==> config.mk <==
export PLATFORM = sky130hd
export DESIGN_NAME = seq_det_scheduler
export DESIGN_NICKNAME = d
export VERILOG_FILES = /design/src/rtl/seq_det_scheduler_pkg.sv /design/src/rtl/seq_det_scheduler_core.sv /design/src/rtl/seq_det_scheduler.sv
export SDC_FILE = /design/constraint.sdc
export NUM_CORES = 1
export LEC_CHECK = 0
export BUFFER_PORTS_ARGS = -buffer_cell sky130_fd_sc_hd__buf_2
export CORE_ASPECT_RATIO = 1.4
export CORE_MARGIN = 5
export CORE_UTILIZATION = 27
export CTS_CLUSTER_SIZE = 14
export DETAILED_ROUTE_END_ITERATION = 6
export MAX_ROUTING_LAYER = met4
export SETUP_SLACK_MARGIN = 0.1
export SYNTH_ARGS = -nofsm -noshare
export SYNTH_HDL_FRONTEND = slang
export SYNTH_SLANG_ARGS = --single-unit
==> constraint.sdc <==
create_clock -name clk -period 5.35 [get_ports clk]
set_clock_uncertainty 0.05 [all_clocks]
set_input_delay 0.2675 -clock clk [delete_from_list [all_inputs] [get_ports clk]]
set_output_delay 0.2675 -clock clk [all_outputs]
set_load 0.005 [all_outputs]
==> src/rtl/seq_det_scheduler_pkg.sv <==
// Shared types and constants for the "011" detector scheduler slice.
package seq_det_scheduler_pkg;

    // Engine state encoding; S3 is the "011 just seen" state.
    typedef enum logic [1:0] {
        S0 = 2'b00,
        S1 = 2'b01,
        S2 = 2'b10,
        S3 = 2'b11
    } eng_state_t;

    // Scheduler frame-level states.
    typedef enum logic [2:0] {
        ST_IDLE,
        ST_ARB,
        ST_STREAM,
        ST_FLUSH,
        ST_REPORT
    } sched_state_t;

    // Length of the detected pattern "011".
    localparam int unsigned PAT_LEN = 3;

endpackage

==> src/rtl/seq_det_scheduler_core.sv <==
// Moore "011" detector engine; advances only on en, clr returns it to S0.
module seq_det_core
    import seq_det_scheduler_pkg::*;
(
    input  logic clk,
    input  logic rst_n,
    input  logic clr,
    input  logic en,
    input  logic x,
    output logic out
);

    eng_state_t state;
    eng_state_t state_next;

    // Engine state register.
    always_ff @(posedge clk or negedge rst_n) begin
        if (!rst_n) begin
            state <= S0;
        end else begin
            state <= state_next;
        end
    end

    // Next state: clear wins, otherwise hold unless a bit is accepted.
    always_comb begin
        state_next = state;
        if (clr) begin
            state_next = S0;
        end else if (en) begin
            unique case (state)
                S0:      state_next = x ? S0 : S1;
                S1:      state_next = x ? S2 : S1;
                S2:      state_next = x ? S3 : S1;
                S3:      state_next = x ? S0 : S1;
                default: state_next = S0;
            endcase
        end
    end

    assign out = (state == S3);

endmodule

==> src/rtl/seq_det_scheduler.sv <==
// Round-robin scheduler sharing one "011" detector between N_CH bit streams.
module seq_det_scheduler
    import seq_det_scheduler_pkg::*;
#(
    parameter int unsigned N_CH  = 4,
    parameter int unsigned CNT_W = 8
) (
    input  logic                    clk,
    input  logic                    rst_n,
    input  logic [N_CH-1:0]         req,
    input  logic [N_CH-1:0]         bit_valid,
    input  logic [N_CH-1:0]         bit_data,
    input  logic [N_CH-1:0]         bit_last,
    output logic [N_CH-1:0]         bit_ready,
    output logic [N_CH-1:0]         grant,
    output logic                    res_valid,
    output logic [$clog2(N_CH)-1:0] res_ch,
    output logic [CNT_W-1:0]        res_count,
    output logic                    res_hit,
    input  logic                    res_ready
);

    localparam int unsigned CH_W = $clog2(N_CH);

    sched_state_t    state;
    sched_state_t    state_next;
    logic [CH_W-1:0] owner;
    logic [CH_W-1:0] rr_ptr;
    logic [CH_W-1:0] pick;
    logic [CH_W-1:0] cand;
    logic            pick_found;
    logic            accept;
    logic            last_accept;
    logic            handshake;
    logic            engine_clr;
    logic            engine_out;
    logic            fresh;
    logic            bump;
    logic [CNT_W-1:0] count;
    logic [CNT_W-1:0] count_next;

    assign accept      = (state == ST_STREAM) && bit_valid[owner];
    assign last_accept = accept && bit_last[owner];
    assign handshake   = (state == ST_REPORT) && res_ready;
    assign res_valid   = (state == ST_REPORT);
    assign engine_clr  = (state == ST_ARB);

    // A detection counts once: only in the cycle right after the bit that produced it.
    assign bump       = fresh && engine_out && (count != '1)
                        && ((state == ST_STREAM) || (state == ST_FLUSH));
    assign count_next = bump ? count + CNT_W'(1) : count;

    seq_det_core u_core (
        .clk   (clk),
        .rst_n (rst_n),
        .clr   (engine_clr),
        .en    (accept),
        .x     (bit_data[owner]),
        .out   (engine_out)
    );

    // Round-robin pick: first requester at or after rr_ptr, wrapping.
    always_comb begin
        pick       = '0;
        pick_found = 1'b0;
        cand       = '0;
        for (int unsigned i = 0; i < N_CH; i++) begin
            cand = CH_W'((32'(rr_ptr) + i) % N_CH);
            if (!pick_found && req[cand]) begin
                pick       = cand;
                pick_found = 1'b1;
            end
        end
    end

    // Ready is offered only to the owner while streaming.
    always_comb begin
        bit_ready = '0;
        if (state == ST_STREAM) begin
            bit_ready[owner] = 1'b1;
        end
    end

    // Scheduler state register.
    always_ff @(posedge clk or negedge rst_n) begin
        if (!rst_n) begin
            state <= ST_IDLE;
        end else begin
            state <= state_next;
        end
    end

    // Frame sequencing.
    always_comb begin
        state_next = state;
        unique case (state)
            ST_IDLE:   if (|req) state_next = ST_ARB;
            ST_ARB:    state_next = pick_found ? ST_STREAM : ST_IDLE;
            ST_STREAM: if (last_accept) state_next = ST_FLUSH;
            ST_FLUSH:  state_next = ST_REPORT;
            ST_REPORT: if (handshake) state_next = (|req) ? ST_ARB : ST_IDLE;
            default:   state_next = ST_IDLE;
        endcase
    end

    // Ownership, grant and round-robin pointer.
    always_ff @(posedge clk or negedge rst_n) begin
        if (!rst_n) begin
            owner  <= '0;
            grant  <= '0;
            rr_ptr <= '0;
        end else if ((state == ST_ARB) && pick_found) begin
            owner <= pick;
            grant <= {{(N_CH-1){1'b0}}, 1'b1} << pick;
        end else if (handshake) begin
            grant  <= '0;
            rr_ptr <= (owner == CH_W'(N_CH - 1)) ? '0 : owner + CH_W'(1);
        end
    end

    // Per-frame detection counter and accepted-bit marker.
    always_ff @(posedge clk or negedge rst_n) begin
        if (!rst_n) begin
            count <= '0;
            fresh <= 1'b0;
        end else if (state == ST_ARB) begin
            count <= '0;
            fresh <= 1'b0;
        end else begin
            count <= count_next;
            fresh <= accept;
        end
    end

    // Result capture in FLUSH includes the detection caused by the last bit.
    always_ff @(posedge clk or negedge rst_n) begin
        if (!rst_n) begin
            res_ch    <= '0;
            res_count <= '0;
            res_hit   <= 1'b0;
        end else if (state == ST_FLUSH) begin
            res_ch    <= owner;
            res_count <= count_next;
            res_hit   <= (count_next != '0);
        end
    end

endmodule

### Yosys cells after proc, flatten, opt, wreduce, memory -nomap -nowiden

Cells that the tools add are included.
Widths: inputs -> output; s select.

| storage, ports and cells | value |
|---|---|
| flip-flop bits (word level) | 33 |
| bits of input ports | 19 |
| output and inout bits | 20 |
| logic and storage cells | 102 |

| operators by class | value |
|---|---|
| add/subtract/negate cells | 5 |
| $lt $le $gt $ge | 6 |
| equality and inequality tests | 12 |
| shift-type cells | 1 |
| muxes and demuxes | 43 |
| bitwise gates (word level) | 1 |
| reductions and logical operators | 24 |

Operators with widths:

| operator | count |
|---|---|
| $mux 2 | 10 |
| $mux 8 | 2 |
| $lt 2x3->1 const B | 5 |
| $mux 1 | 15 |
| $pmux 3 s5 | 1 |
| $bmux 1 s2 | 7 |
| $mux 4 | 3 |
| $logic_and 1x1->1 | 11 |
| $mux 3 | 3 |
| $add 8x1->8 const B | 1 |
| $ne 8x8->1 const B | 1 |
| $reduce_bool 8->1 | 1 |
| $eq 2x2->1 const B | 3 |
| $eq 3x2->1 const B | 2 |
| $pmux 2 s3 | 1 |
| $add 2x1->2 const B | 2 |
| $add 2x2->2 const B | 2 |
| $ne 2x2->1 const B | 2 |
| $reduce_bool 2->1 | 2 |
| $reduce_or 4->1 | 1 |
| $shl 1x2->4 const A | 1 |
| $eq 3x1->1 const B | 1 |
| $eq 3x3->1 const B | 1 |
| $logic_not 1->1 | 3 |
| 11 further kinds | 11 |

### Longest topological paths before layout

| logic depth | value |
|---|---|
| word-level depth | 15 |
| mapped depth | 6 |
| mapped depth without buffers | 6 |

### Hierarchy

From an unflattened synthesis, not the netlist that was laid out.

| second synthesis, totals | value |
|---|---|
| cells, all modules | 177 |
| area, all modules | 1821.7 um2 |

By module, submodules not included:

| module | times used | cells an instance | area each (um2) | seq. area each (um2) |
|---|---|---|---|---|
| seq_det_scheduler | 1 | 163 | 1681.6 | 775.7 |
| seq_det_core | 1 | 14 | 140.1 | 50.0 |

### Worst setup path before layout

No wires, ideal clock.

| timing path | value |
|---|---|
| path kind | register -> register |
| from | register count[0] |
| to | register res_hit |
| setup time | 0.126 ns |
| arrival | 1.764 ns |
| data required time | 5.174 ns |
| path slack | 3.410 ns |
| cell stages (with the launch flop) | 7 |
| path buffers | 0 |
| clock period less this slack | 1.940 ns |
| cell sequence | dfrtp_1 -> ha_1 -> nand2_2 -> or2_1 -> mux2_4 -> o32a_1 -> o32a_1 |

| on the way | value |
|---|---|
| cells in the longest elaborated chain, start to end | 5 |
| elaborated cells on any way between the ends | 6 |
| those cells by class | add/sub (1); eq/ne (1); mux (1); reduce/logical (3) |

Ends and longest elaborated chain:

| element | line | text |
|---|---|---|
| from (decl) | seq_det_scheduler.sv:39 | `logic [CNT_W-1:0] count;` |
| from (signal assigned) | seq_det_scheduler.sv:130 | `count <= count_next;` |
| branches (longest 3 deep; another with $add 8x1->8) | - |  |
| $mux 8 (*) | seq_det_scheduler.sv:51 | `assign count_next = bump ? count + CNT_W'(1) : count;` |
| $reduce_bool 8->1 (*) | seq_det_scheduler.sv:144 | `res_hit <= (count_next != '0);` |
| to (signal assigned) | seq_det_scheduler.sv:144 |  |
| to (decl) | seq_det_scheduler.sv:19 | `output logic res_hit,` |

Every way passes the cells marked *.
A chain may end at the register's enable or synchronous reset.

### Final worst setup path

Ends and elaborated chain as after synthesis.

==> results.yml <==
status:
  outcome: "finished with violations"
  violations: "hold timing"
worst_setup_path:
  worstPathMaxFanout: 6
  crit_arrival_ps: 2180
  crit_required_ps: 5460
  crit_chain: "ha_1 > nand2_2 > or2_1 > mux2_4 > o32a_1 > o32a_1"
  path_buf_inv: 0
  slowest_stage: "dfrtp_1"
  crit_top_cell: "o32a_1"
  critPathKind: "reg -> reg"
  critPathLaunchType: "flip-flop"
  end_kind: "flip-flop"
  cpPeakStageDelay_ps: 440
  critPathTopFamily: "compound AO/OA/AOI/OAI gates"
logic_synthesis:
  synth.distinct_cells: 46
  ys_warn_count: 0
  synth_flop_cell: "dfrtp_1"
  netlist_instances: 179
  ys_ff_latch: 33
  netlist_area_um2: 1799
  synth.avg_cell_area_um2: 10.05
  synth-seq-area-share: 0.4590
  synth_edf_count: 0
  synthesis.nets: 206
  async_flop_share: 1.000
layout:
  utilization: 0.3348
  layout-drive-gt1-share: 0.2691
  final_cell_mix: "buf_2 (38), dfrtp_1 (33), nand2_1 (27)"
  final_common_cell: "buf_2"
  final_nets: 249
  syn2layout_area_growth_pct: 21.42
  fill_cells: 669
  num_antenna_cells: 0
cts:
  tritoncts: "yes"
  clk_pin_slew_worst_paths_ps: 70
  clk_path_buf_depth: 2
  cts_htree_levels: 2
  cts_buffers: 5
  worstSkewPairLatency_ps: 280
  ctsResizeCount: 0
  cts_sinks: 33
  clockRootBuffer: "clkbuf_8"
  cts_hold_buf: 0
  post-cts-setup-buffer-count: 0
grt:
  grt_max_degree: 34
  grt_use_total: 0.1053
  grt_pass1_vias: 1472
  gr-total-overflow: 0
  grt_pass1_wl_um: 6872
  grt_antenna_before_repair: 0
place:
  port_buffers: 38
  pre_cts_slack_ps: 3279
  gp_congestion: 0.7840
  hpwlAfterDp_um: 3170
detailed_routing:
  wl_per_cell_um: 13.64
  drtPass1Iterations: 4
  vias: 1411
  drcViolationCount: 0
  routed_wl_um: 4051
  drtAntennaViolNets: 0
  drtIter0Drc: 42
  routed_via_density: 4.751
sta:
  worst_slack_ps: 3282
  worst_pin_slew_ps: 748.7
  slew_viol_final: 0
  finalHoldViolCount: 1
  final.period_utilization: 0.3866
  period_needed_ps: 2068
  fin_tns_setup_ps: 0
  setup_viol: 0
  hold_ws_ps: -1.758
  relSlewSlack: 0.5009
  fmax_mhz: 483.5
  grt_setup_unrepaired: "no"
die:
  rows: 35
  io_pins: 39
  initial_utilization: 0.2757
  die_area_um2: 8419
  die_h_um: 106.6
  die_w_um: 78.99
  core_area_um2: 6525
pwr:
  ir_worst_vdd_mv: 0.1888
  p_leak_nw: 1.059
  power.density_nw_per_um2: 401.3
run:
  drv_cap: 0
worst_hold_path:
  hold_path_class: "in -> async"
## synth_stat cells (2+ instances only)
master     n  area share
a21oi_1    3      0.0083
and2_1     4       0.014
clkbuf_1   2      0.0042
dfrtp_1   33        0.46
ha_1       8       0.056
inv_1      9       0.019
mux2_2     2       0.013
mux2i_1    2       0.011
mux4_2     3       0.038
nand2_1   27       0.056
nand2b_1   3       0.010
nand3_1    2      0.0056
nand4_1    3       0.010
nor2_1    14       0.029
nor2b_1    5       0.017
nor3b_1    3       0.013
o21ai_0   19       0.053
o22ai_1    2      0.0070
o31ai_1    2      0.0083
o32a_1     2       0.011
xor2_1     6       0.029
## state kept, by name (all words and copies together), names as in the netlist
name          flops
res_ch            2
fresh             1
count             8
state             3
grant             4
res_count         8
res_hit           1
rr_ptr            2
owner             2
u_core.state      2
## path summary, 6_finish.rpt
path                               from               to  slack [ps]  depth (start not counted)
setup / recovery               count[0]          res_hit        3280                          6
min in group clk              res_ready         state[2]         190                          2
hold reg to reg            res_count[5]     res_count[5]         430                          2
max in group asynchronous         rst_n  u_core.state[1]        4770                          1
hold / removal                    rst_n     res_count[4]          -2                          1
setup reg to reg               count[0]          res_hit        3280                          6
## kinds of logic after synthesis
family	share of synthesized area
AO/OA/AOI/OAI	0.1426
multiplexers	0.06954
buffers and inverters	0.03060
XOR/XNOR	0.03408
AND/OR/NAND/NOR	0.2086
adder cells (fa/ha/maj)	0.05564
flip-flops	0.4590
## final cells by class
type	instances	area, µm²	share of cell area
Sequential cell	33	825.8	0.3780
Clock inverter	1	30.03	0.01375
Tap cell	74	92.59	0.04238
Multi-Input combinational cell	134	918.4	0.4204
Clock buffer	7	86.33	0.03952
Inverter	9	33.78	0.01546
Timing Repair Buffer	39	197.7	0.09049
## power by group
group | total [mW] | switching, mW | internal [mW]
Combinational | 0.273 | 0.147 | 0.125
Sequential | 0.366 | 0.0606 | 0.305
Clock | 0.239 | 0.0868 | 0.152
Total | 0.877 | 0.295 | 0.582
## per-layer routing
layer | vias up | GRT usage | wire [µm]
met5 | - | - | 0
met4 | 0 | 0.04914 | 108
met3 | 10 | 0.02017 | 97
met2 | 25 | 0.1765 | 2085
met1 | 662 | 0.1207 | 1759
li1 | 714 | - | -
## per-stage QoR
| step | std cells | hold slack, ps | total power [mW] | cell area, µm² |
|---|---|---|---|---|
| 2_1_floorplan | 179 | -78.09 | 0.5370 | 1799 |
| 3_3_place_gp | 289 | 328.3 | 0.6444 | 2068 |
| 3_5_place_dp | 289 | 334.1 | 0.6491 | 2068 |
| 4_1_cts | 297 | 25.34 | 0.8922 | 2185 |
| 5_1_grt | 297 | 51.38 | 0.9437 | 2185 |
| 6_report | 297 | -1.758 | 0.8767 | 2185 |
## worst reg2reg max path, cell delays in order (launching register included)
cell	delay, ps
dfrtp_1	440
ha_1	290
nand2_2	110
or2_1	280
mux2_4	310
o32a_1	170
o32a_1	320
(Power assumes the default switching activity.)
